**src/rtl/eth_frame_tx.sv**
```systemverilog
`default_nettype none
// +----------------------------------------------------------------------------+
// | Module      : eth_frame_tx                                                 |
// | Description : Byte-wide Ethernet frame transmitter. Accepts one header     |
// |               descriptor (dst MAC, src MAC, EtherType) per frame, emits    |
// |               the 14-byte header, passes the payload stream through and    |
// |               optionally zero-pads the frame up to MIN_FRAME_BYTES.        |
// |               Frame-status strobes mirror the receive-side FSM.            |
// | Ports       : clk, rst             - clock, synchronous active-high reset  |
// |               hdr_valid/hdr_ready  - header descriptor handshake           |
// |               hdr_dst_mac/_src_mac/_ethertype - header fields              |
// |               s_t*                 - byte-wide payload AXI-Stream input    |
// |               m_t*                 - byte-wide frame AXI-Stream output     |
// |               frame_start/_end     - registered one-cycle frame strobes    |
// |               in_header/_payload/_pad - current FSM state flags            |
// | Revision    : 1.0 - initial release                                        |
// +----------------------------------------------------------------------------+
module eth_frame_tx #(
    parameter int MIN_FRAME_BYTES = 60,
    parameter int PAD_EN          = 1
) (
    input  logic        clk,
    input  logic        rst,
    input  logic        hdr_valid,
    output logic        hdr_ready,
    input  logic [47:0] hdr_dst_mac,
    input  logic [47:0] hdr_src_mac,
    input  logic [15:0] hdr_ethertype,
    input  logic [7:0]  s_tdata,
    input  logic        s_tvalid,
    output logic        s_tready,
    input  logic        s_tlast,
    output logic [7:0]  m_tdata,
    output logic        m_tvalid,
    input  logic        m_tready,
    output logic        m_tlast,
    output logic        frame_start,
    output logic        frame_end,
    output logic        in_header,
    output logic        in_payload,
    output logic        in_pad
);

    localparam logic [1:0] c_s_idle    = 2'd0;
    localparam logic [1:0] c_s_header  = 2'd1;
    localparam logic [1:0] c_s_payload = 2'd2;
    localparam logic [1:0] c_s_pad     = 2'd3;

    localparam logic [3:0]  c_hdr_last  = 4'd13;
    localparam logic [16:0] c_min_bytes = 17'(MIN_FRAME_BYTES);
    // Index of the final padded byte; unused (never reached) when MIN is 0.
    localparam logic [15:0] c_pad_last  = (MIN_FRAME_BYTES > 0) ? 16'(MIN_FRAME_BYTES - 1) : 16'd0;

    logic [1:0]   r_state;
    logic [1:0]   w_next_state;
    logic [15:0]  r_byte_cnt;
    logic [111:0] r_hdr;
    logic         r_out_en;
    logic         r_frame_start;
    logic         r_frame_end;

    logic [111:0] w_hdr_shift;
    logic         w_m_beat;
    logic         w_hdr_accept;
    logic         w_pay_tlast;
    logic         w_pad_tlast;

    // Header byte N sits at the top of the latched header after shifting left by N bytes.
    assign w_hdr_shift  = r_hdr << {r_byte_cnt[3:0], 3'b000};
    assign w_m_beat     = m_tvalid && m_tready;
    assign w_hdr_accept = hdr_valid && hdr_ready;
    assign w_pay_tlast  = s_tlast && ((PAD_EN == 0) || (({1'b0, r_byte_cnt} + 17'd1) >= c_min_bytes));
    assign w_pad_tlast  = (r_byte_cnt == c_pad_last);

    // State register
    always_ff @(posedge clk) begin
        if (rst) begin
            r_state <= c_s_idle;
        end else begin
            r_state <= w_next_state;
        end
    end

    // Next-state logic
    always_comb begin
        w_next_state = r_state;
        case (r_state)
            c_s_idle: begin
                if (w_hdr_accept) w_next_state = c_s_header;
            end
            c_s_header: begin
                if (w_m_beat && (r_byte_cnt[3:0] == c_hdr_last)) w_next_state = c_s_payload;
            end
            c_s_payload: begin
                if (w_m_beat && s_tlast) w_next_state = m_tlast ? c_s_idle : c_s_pad;
            end
            c_s_pad: begin
                if (w_m_beat && w_pad_tlast) w_next_state = c_s_idle;
            end
            default: w_next_state = c_s_idle;
        endcase
    end

    // Output logic. Everything is forced low while rst is high so that an
    // aborted frame never shows a final beat, and hdr_ready waits one cycle
    // after reset release (r_out_en) before the first descriptor is taken.
    always_comb begin
        hdr_ready  = 1'b0;
        s_tready   = 1'b0;
        m_tvalid   = 1'b0;
        m_tlast    = 1'b0;
        m_tdata    = 8'h00;
        in_header  = 1'b0;
        in_payload = 1'b0;
        in_pad     = 1'b0;
        if (!rst) begin
            case (r_state)
                c_s_idle: begin
                    hdr_ready = r_out_en;
                end
                c_s_header: begin
                    m_tvalid  = 1'b1;
                    m_tdata   = w_hdr_shift[111:104];
                    in_header = 1'b1;
                end
                c_s_payload: begin
                    m_tdata    = s_tdata;
                    m_tvalid   = s_tvalid;
                    s_tready   = m_tready;
                    m_tlast    = w_pay_tlast;
                    in_payload = 1'b1;
                end
                c_s_pad: begin
                    m_tvalid = 1'b1;
                    m_tlast  = w_pad_tlast;
                    in_pad   = 1'b1;
                end
                default: begin
                    hdr_ready = 1'b0;
                end
            endcase
        end
    end

    // Datapath: header latch, beat counter, status strobes
    always_ff @(posedge clk) begin
        if (rst) begin
            r_out_en      <= 1'b0;
            r_byte_cnt    <= 16'd0;
            r_hdr         <= 112'd0;
            r_frame_start <= 1'b0;
            r_frame_end   <= 1'b0;
        end else begin
            r_out_en <= 1'b1;
            if (w_next_state == c_s_idle) begin
                r_byte_cnt <= 16'd0;
            end else if (w_m_beat && (r_byte_cnt != 16'hFFFF)) begin
                r_byte_cnt <= r_byte_cnt + 16'd1;
            end
            if (w_hdr_accept) begin
                r_hdr <= {hdr_dst_mac, hdr_src_mac, hdr_ethertype};
            end
            r_frame_start <= w_m_beat && (r_state == c_s_header) && (r_byte_cnt == 16'd0);
            r_frame_end   <= w_m_beat && m_tlast;
        end
    end

    assign frame_start = r_frame_start;
    assign frame_end   = r_frame_end;

endmodule
`default_nettype wire
```
**config.mk**
```make
export PLATFORM = sky130hd
export DESIGN_NAME = eth_frame_tx
export DESIGN_NICKNAME = d
export VERILOG_FILES = /design/src/rtl/eth_frame_tx.sv
export SDC_FILE = /design/constraint.sdc
export NUM_CORES = 1
export LEC_CHECK = 0
export CAP_MARGIN = 30
export CORE_ASPECT_RATIO = 1.4
export CORE_MARGIN = 2
export CORE_UTILIZATION = 50
export DETAILED_ROUTE_END_ITERATION = 6
export PLACE_DENSITY_LB_ADDON = 0.08
export SLEW_MARGIN = 10
export SYNTH_ARGS = -nofsm -noshare
export SYNTH_HDL_FRONTEND = slang
export SYNTH_SLANG_ARGS = --single-unit
```
**constraint.sdc**
```tcl
create_clock -name clk -period 3.79 [get_ports clk]
set_input_delay 0.5685 -clock clk [delete_from_list [all_inputs] [get_ports clk]]
set_output_delay 0.5685 -clock clk [all_outputs]
set_load 0.005 [all_outputs]
```
==> impl_metrics.sql, run 1 <==
INSERT INTO impl_metrics (metric_group, metric, value, unit) VALUES
('sta', 'maxSlewViolCount', '0', ''),
('sta', 'aggregate_negative_setup_slack', '0', 'ns'),
('grt', 'globalRoute.busiestLayer', 'met2', ''),
('yosys', 'syn-instance-count', '789', ''),
('sta', 'worstMarginPinSlew', '0.798', 'ns'),
('finish', 'final_cell_mix', 'sky130_fd_sc_hd__nand2_1 (255), sky130_fd_sc_hd__clkdlybuf4s50_1 (141), sky130_fd_sc_hd__dfxtp_1 (131)', ''),
('yosys', 'yosys.area.top_type_share', '0.410', ''),
('sta', 'rsz0062_at_grt', 'false', ''),
('routing', 'post_drt_via_cell_ratio', '5.55', ''),
('setup_path', 'critical_path.slowest_cell', 'sky130_fd_sc_hd__dfxtp_2', ''),
('yosys', 'netlist_top_cells_area', 'sky130_fd_sc_hd__dfxtp_1 (41%), sky130_fd_sc_hd__nand2_1 (15%), sky130_fd_sc_hd__a21oi_1 (9.9%)', ''),
('routing', 'drc_errors', '0', ''),
('die', 'ports_placed_on_the_boundary', '143', ''),
('die', 'fp-row-count', '49', ''),
('power_and_ir_drop', 'powerDensity', '435', 'nW/µm²'),
('setup_path', 'critical_path.max_fanout', '13', ''),
('grt', 'wire_length_of_the_first_global_routing_pass', '28600', 'µm'),
('setup_path', 'critical_path_arrival', '3.00', 'ns'),
('clocking', 'clock_tree.htree_level_count', '4', ''),
('sta', 'timing.final.setup_violations', '0', ''),
('power_and_ir_drop', 'power.ir.vdd_worst', '0.347', 'mV'),
('yosys', 'yosysUniqueCellTypes', '54', ''),
('clocking', 'cts.sink_count', '133', ''),
('clocking', 'clk_pin_slew', '0.06', 'ns'),
('finish', 'fill_cell_total_of_the_finished_layout', '1092', ''),
('sta', 'slew_headroom', '0.468', ''),
('grt', 'overflow', '0', ''),
('routing', 'totalWireLength', '18000', 'µm'),
('finish', 'number_of_diodes_added_for_antenna_fixing', '0', ''),
('setup_path', 'worst_setup_path_end_kind', 'output pin', ''),
('grt', 'vias_in_the_first_global_route', '5899', ''),
('setup_path', 'setup.worst_path.class', 'reg2out', ''),
('yosys', 'synth.yosys.warnings', '0', ''),
('die', 'full_die_area', '13900', 'µm²'),
('clocking', 'clk-insertion-delay-late', '0.42', 'ns'),
('setup_path', 'path_delay_family', 'buffers and inverters', ''),
('sta', 'timing.final.hold_violations', '0', ''),
('setup_path', 'cp-start-kind', 'register', ''),
('die', 'floorplan.die.height', '139', 'µm'),
('place', 'port_buffers', '142', ''),
('place', 'place.gp.congestion', '0.877', ''),
('grt', 'grt_use_met2', '0.452', ''),
('finish', 'post_route_cells_drive_above_1_share', '0.101', ''),
('grt', 'antenna_found_initial', '0', ''),
('clocking', 'tritoncts_clock_tree', 'done', ''),
('run_status', 'run_status', 'finished clean', ''),
('setup_path', 'slowest_delay', '0.57', 'ns'),
('grt', 'grtUsageTotal', '0.262', ''),
('routing', 'detailedRoute.firstIterationViolations', '316', ''),
('clocking', 'post_cts_resize_count', '0', ''),
('sta', 'finalClockSkew', '0.00773', 'ns'),
('finish', 'syn_to_final_growth', '30.3', '%'),
('routing', 'routed-via-count', '5908', ''),
('sta', 'min_period_over_period', '0.941', ''),
('sta', 'worst_slack_on_hold_paths', '0.445', 'ns'),
('routing', 'drt.antenna.violating_nets', '0', ''),
('clocking', 'total_clock_buffers_created_by_cts', '17', ''),
('yosys', 'async_reset_ff_frac', '0', ''),
('yosys', 'synth_enable_flop_cells', '0', ''),
('die', 'floorplan.initialDensity', '0.509', ''),
('yosys', 'synthDominantAreaCellType', 'sky130_fd_sc_hd__dfxtp_1', ''),
('place', 'dp_hpwl', '13200', 'µm'),
('sta', 'achievable-frequency', '0.280', 'GHz'),
('finish', 'layout.cells.most_common', 'sky130_fd_sc_hd__nand2_1', ''),
('grt', 'groute.layer.met3.usage', '0.0509', ''),
('clocking', 'cts_setup_buffers', '0', ''),
('clocking', 'cts-root-to-sink-buffers', '2', ''),
('routing', 'drt-wirelength-per-cell', '16.9', 'µm'),
('yosys', 'synth_top_flop_cell', 'sky130_fd_sc_hd__dfxtp_1', ''),
('clocking', 'ctsHoldBuffers', '0', ''),
('job', 'maxCapViolations', '0', '');
## cells by family after synthesis
kind of cell    count (synthesis)  synth area share
fa+ha+maj                       7            0.0135
compound gates                175             0.152
xor+xnor                       17            0.0229
buf+inv                        81            0.0667
flops                         133             0.410
mux                            43             0.113
simple gates                  333             0.222
## sequential cells by signal, indices dropped and copies added, names as in the netlist
register and count:
frame_end 1, r_hdr 112, r_out_en 1, frame_start 1, r_state 2, r_byte_cnt 16
## synth_stat cells, drive strengths merged (3+ instances only)
master	number
buf	17
nand2	256
o22ai	8
xor2	13
ha	7
mux2i	19
and2	5
nand3	13
nor3	11
nand2b	3
o21ai	13
inv	17
mux4	24
nor4	3
nand4	8
a21oi	139
nor2	19
dfxtp	133
xnor2	4
clkbuf	45
## worst register-to-register path: cells and delay by family, from the launching register on
| family | cells | cell delay [ns] |
|---|---|---|
| AND/OR/NAND/NOR | 3 | 1.27 |
| AO/OA/AOI/OAI | 3 | 0.82 |
| flip-flops | 1 | 0.49 |
| adder cells (fa/ha/maj) | 1 | 0.45 |
## cell type report
cell class,instances,area (µm²),share of cell area
Clock buffer,18,429,0.0507
Tap cell,153,191,0.0226
Timing Repair Buffer,154,1540,0.182
Clock inverter,14,163,0.0192
Inverter,17,63.8,0.00754
Sequential cell,133,2670,0.315
Multi-Input combinational cell,575,3410,0.403
## power breakdown
part	leakage (nW)	switching, mW	internal (mW)
clock	0.282	0.659	0.987
sequential	1.08	0.0476	1.47
combinational	1.46	0.273	0.249
total	2.82	0.980	2.70
## final timing paths
path	start	cells past startpoint	slack, ns	to
setup / recovery	r_byte_cnt[0]	7	0.22	m_tdata[1]
hold / removal	rst	2	0.44	r_out_en
setup reg to reg	r_state[1]	7	0.70	r_byte_cnt[2]
hold reg to reg	r_hdr[102]	2	0.45	r_hdr[102]
## metal layers
layer | wire, µm | up-vias
met2 | 9310 | 206
met3 | 1070 | 33
li1 | - | 2886
met5 | 0 | -
met1 | 7150 | 2783
met4 | 451 | 0
## through the flow
| stage | power [mW] | util | cell area, µm² | instances | worst slack [ns] |
|---|---|---|---|---|---|
| after detailed placement | 2.06 | 0.617 | 7870 | 1032 | 0.657 |
| after CTS | 3.71 | 0.663 | 8460 | 1064 | 0.232 |
| after floorplan | 1.82 | - | 6490 | 789 | 0.884 |
| after global routing | 3.83 | 0.663 | 8460 | 1064 | 0.0952 |
| final | 3.68 | 0.663 | 8460 | 1064 | 0.222 |
| after global placement | 2.04 | 0.615 | 7840 | 1031 | 0.708 |
Power figures use the tool's default switching activity.
==> run 2: changes to the inputs <==
CAP_MARGIN = 20   (was 30)
==> impl_metrics.sql, run 2 (synthesis results as in run 1) <==
INSERT INTO impl_metrics (metric_group, metric, value, unit) VALUES
('setup_path', 'slowest_delay', '0.57', 'ns'),
('finish', 'syn_to_final_growth', '30.5', '%'),
('grt', 'grtUsageTotal', '0.259', ''),
('finish', 'number_of_diodes_added_for_antenna_fixing', '0', ''),
('power_and_ir_drop', 'p_sw', '0.958', 'mW'),
('sta', 'finalClockSkew', '0.00786', 'ns'),
('sta', 'setup_ws', '0.239', 'ns'),
('finish', 'regArea', '2670', 'µm²'),
('finish', 'fill_cell_total_of_the_finished_layout', '1063', ''),
('setup_path', 'worst_r2r_startpoint', 'r_state[1]', ''),
('hold_path', 'timing.hold.worst_path_depth', '2', ''),
('finish', 'largest_register', 'r_hdr', ''),
('setup_path', 'worst-endpoint-required', '3.22', 'ns'),
('routing', 'drt-pass1-iter-count', '5', ''),
('sta', 'aggregate_negative_setup_slack', '0', 'ns'),
('sta', 'min_period_over_period', '0.937', ''),
('setup_path', 'critPathBufInv', '2', ''),
('sta', 'fin_crit', '3.55', 'ns'),
('clocking', 'clock_root_buffer', 'sky130_fd_sc_hd__clkbuf_16', ''),
('setup_path', 'rr_endpoint', 'r_byte_cnt[2]', ''),
('grt', 'overflow', '0', ''),
('routing', 'drt.antenna.violating_nets', '0', ''),
('power_and_ir_drop', 'powerDensity', '438', 'nW/µm²'),
('hold_path', 'min_path_type', 'reg2reg', ''),
('job', 'maxCapViolations', '0', ''),
('place', 'dp_hpwl', '13100', 'µm'),
('power_and_ir_drop', 'power.switching_fraction', '0.258', ''),
('routing', 'post_drt_via_cell_ratio', '5.58', ''),
('power_and_ir_drop', 'power.ir.vdd_worst', '0.263', 'mV'),
('die', 'ports_placed_on_the_boundary', '143', ''),
('setup_path', 'critical_path_arrival', '2.98', 'ns'),
('sta', 'timing.final.hold_violations', '0', ''),
('power_and_ir_drop', 'clkPwrFrac', '0.452', ''),
('sta', 'worstMarginPinSlew', '0.792', 'ns'),
('finish', 'layout.cells.most_common', 'sky130_fd_sc_hd__nand2_1', ''),
('routing', 'drc_errors', '0', ''),
('clocking', 'ctsHoldBuffers', '0', ''),
('sta', 'slew_headroom', '0.472', ''),
('setup_path', 'cp-start-kind', 'register', ''),
('setup_path', 'ff2ff_setup_slack', '0.67', 'ns'),
('grt', 'vias_in_the_first_global_route', '5787', ''),
('power_and_ir_drop', 'internal_power_of_the_cells', '2.76', 'mW'),
('sta', 'maxSlewViolCount', '0', ''),
('run_status', 'run_status', 'finished clean', ''),
('clocking', 'cts-root-to-sink-buffers', '2', ''),
('setup_path', 'worst_setup_path_end_kind', 'output pin', ''),
('hold_path', 'whs_endpoint', 'r_hdr[102]', ''),
('setup_path', 'critical_path.max_fanout', '13', ''),
('power_and_ir_drop', 'power.combinational.fraction', '0.141', ''),
('setup_path', 'path_delay_family', 'buffers and inverters', ''),
('routing', 'totalWireLength', '17900', 'µm'),
('clocking', 'clock_tree.htree_level_count', '4', ''),
('grt', 'antenna_found_initial', '0', ''),
('power_and_ir_drop', 'power.leakage', '2.83', 'nW'),
('routing', 'drt-wirelength-per-cell', '16.9', 'µm'),
('clocking', 'tritoncts_clock_tree', 'done', ''),
('clocking', 'cts_setup_buffers', '0', ''),
('grt', 'wire_length_of_the_first_global_routing_pass', '28500', 'µm'),
('finish', 'final_cell_mix', 'sky130_fd_sc_hd__nand2_1 (255), sky130_fd_sc_hd__clkdlybuf4s50_1 (141), sky130_fd_sc_hd__dfxtp_1 (131)', ''),
('setup_path', 'critical_path.slowest_cell', 'sky130_fd_sc_hd__dfxtp_2', ''),
('clocking', 'post_cts_resize_count', '0', ''),
('sta', 'achievable-frequency', '0.282', 'GHz'),
('place', 'port_buffers', '142', ''),
('sta', 'rsz0062_at_grt', 'false', ''),
('clocking', 'clk-insertion-delay-late', '0.41', 'ns'),
('grt', 'grt_max_degree', '113', ''),
('clocking', 'clk_pin_slew', '0.06', 'ns'),
('finish', 'multiInputGateArea', '3410', 'µm²'),
('sta', 'timing.final.setup_violations', '0', ''),
('die', 'fp-row-count', '49', ''),
('die', 'full_die_area', '13900', 'µm²'),
('clocking', 'cts.sink_count', '133', ''),
('power_and_ir_drop', 'p_seq_frac', '0.407', ''),
('routing', 'detailedRoute.firstIterationViolations', '337', ''),
('hold_path', 'holdCritStartpoint', 'r_hdr[102]', ''),
('die', 'floorplan.die.height', '139', 'µm'),
('setup_path', 'worst-r2r-cell-count', '7', ''),
('finish', 'largest_registers', 'r_hdr x112, r_byte_cnt x16, r_state x2', ''),
('finish', 'post_route_cells_drive_above_1_share', '0.100', ''),
('finish', 'largest_register_ff_count', '112', ''),
('clocking', 'total_clock_buffers_created_by_cts', '17', ''),
('setup_path', 'setup.worst_path.class', 'reg2out', ''),
('die', 'floorplan.initialDensity', '0.509', ''),
('finish', 'nets', '1031', ''),
('setup_path', 'crit_chain', 'buf_4 > mux4_2 > mux2i_1 > o22ai_1 > o21ai_0 > a21oi_1 > clkdlybuf4s50_1', ''),
('place', 'place.gp.congestion', '0.877', ''),
('routing', 'routed-via-count', '5928', ''),
('die', 'floorplan.core_area', '12800', 'µm²'),
('die', 'die_w', '100', 'µm'),
('place', 'post-place-ws', '0.671', 'ns');
==> run 2: changes by cell type in the layout (fill, tap and decap cells not counted) <==
cell	change
sky130_fd_sc_hd__clkinv_4	+3
sky130_fd_sc_hd__inv_6	-3
sky130_fd_sc_hd__clkinv_2	-1
sky130_fd_sc_hd__bufinv_16	+1
sky130_fd_sc_hd__inv_8	-1
==> run 2: area by class of cell <==
cell class	instances	share of cell area
multi-input combinational	575	0.402
sequential	133	0.314
timing repair buffer	154	0.182
clock buffer	18	0.0506
tap	153	0.0226
clock inverter	13	0.0208
inverter	17	0.00753
==> run 2: worst min-delay path: cells and delay by family, from the launching register on <==
| family | cells | cell delay [ns] |
|---|---|---|
| DFF | 1 | 0.31 |
| and+or+nand+nor | 1 | 0.05 |
| AOI/OAI and AO/OA | 1 | 0.05 |
==> run 2: worst max-delay path by stage <==
stage / startpoint / end / slack (ns) / depth (start not counted)
after floorplan: r_byte_cnt[1] / r_byte_cnt[11] / 0.88 / 11
final: r_byte_cnt[0] / m_tdata[1] / 0.24 / 7
after detailed placement: s_tvalid / r_byte_cnt[3] / 0.67 / 7
after global routing: r_byte_cnt[0] / m_tlast / 0.05 / 8
after global placement: s_tvalid / r_byte_cnt[1] / 0.71 / 7
after CTS: r_byte_cnt[0] / m_tdata[1] / 0.23 / 7
==> run 2: power by group through the flow <==
stage	registers [mW]	logic (mW)	clock network (mW)
after global routing	1.52	0.574	1.77
after floorplan	1.52	0.296	0
final	1.51	0.524	1.68
after global placement	1.54	0.502	0
after detailed placement	1.54	0.516	0
after CTS	1.51	0.518	1.70
==> run 2: routing by layer <==
layer  up-vias  wire, µm  part of all wire  GRT usage
met5         -         0                 0          0
met4         0       427             0.024     0.0865
met3        30      1030             0.057     0.0519
met2       202      9310              0.52      0.447
met1      2804      7160              0.40      0.319
li1       2892         -                 -          -
==> run 2: through the flow <==
stage | total power, mW | utilization | cells | cell area [µm²] | hold slack, ns
global placement | 2.04 | 0.615 | 1031 | 7840 | 0.441
detailed placement | 2.06 | 0.615 | 1031 | 7840 | 0.443
global route | 3.86 | 0.665 | 1063 | 8470 | 0.451
CTS | 3.73 | 0.662 | 1062 | 8450 | 0.432
finish | 3.72 | 0.665 | 1063 | 8470 | 0.453
floorplan | 1.82 | - | 789 | 6490 | 0.433
==> run 3: changes to the inputs <==
TNS_END_PERCENT = 50   (was unset)
==> results of run 3 <==
No change in the layout: final DEF, timing and power equal those of run 2.
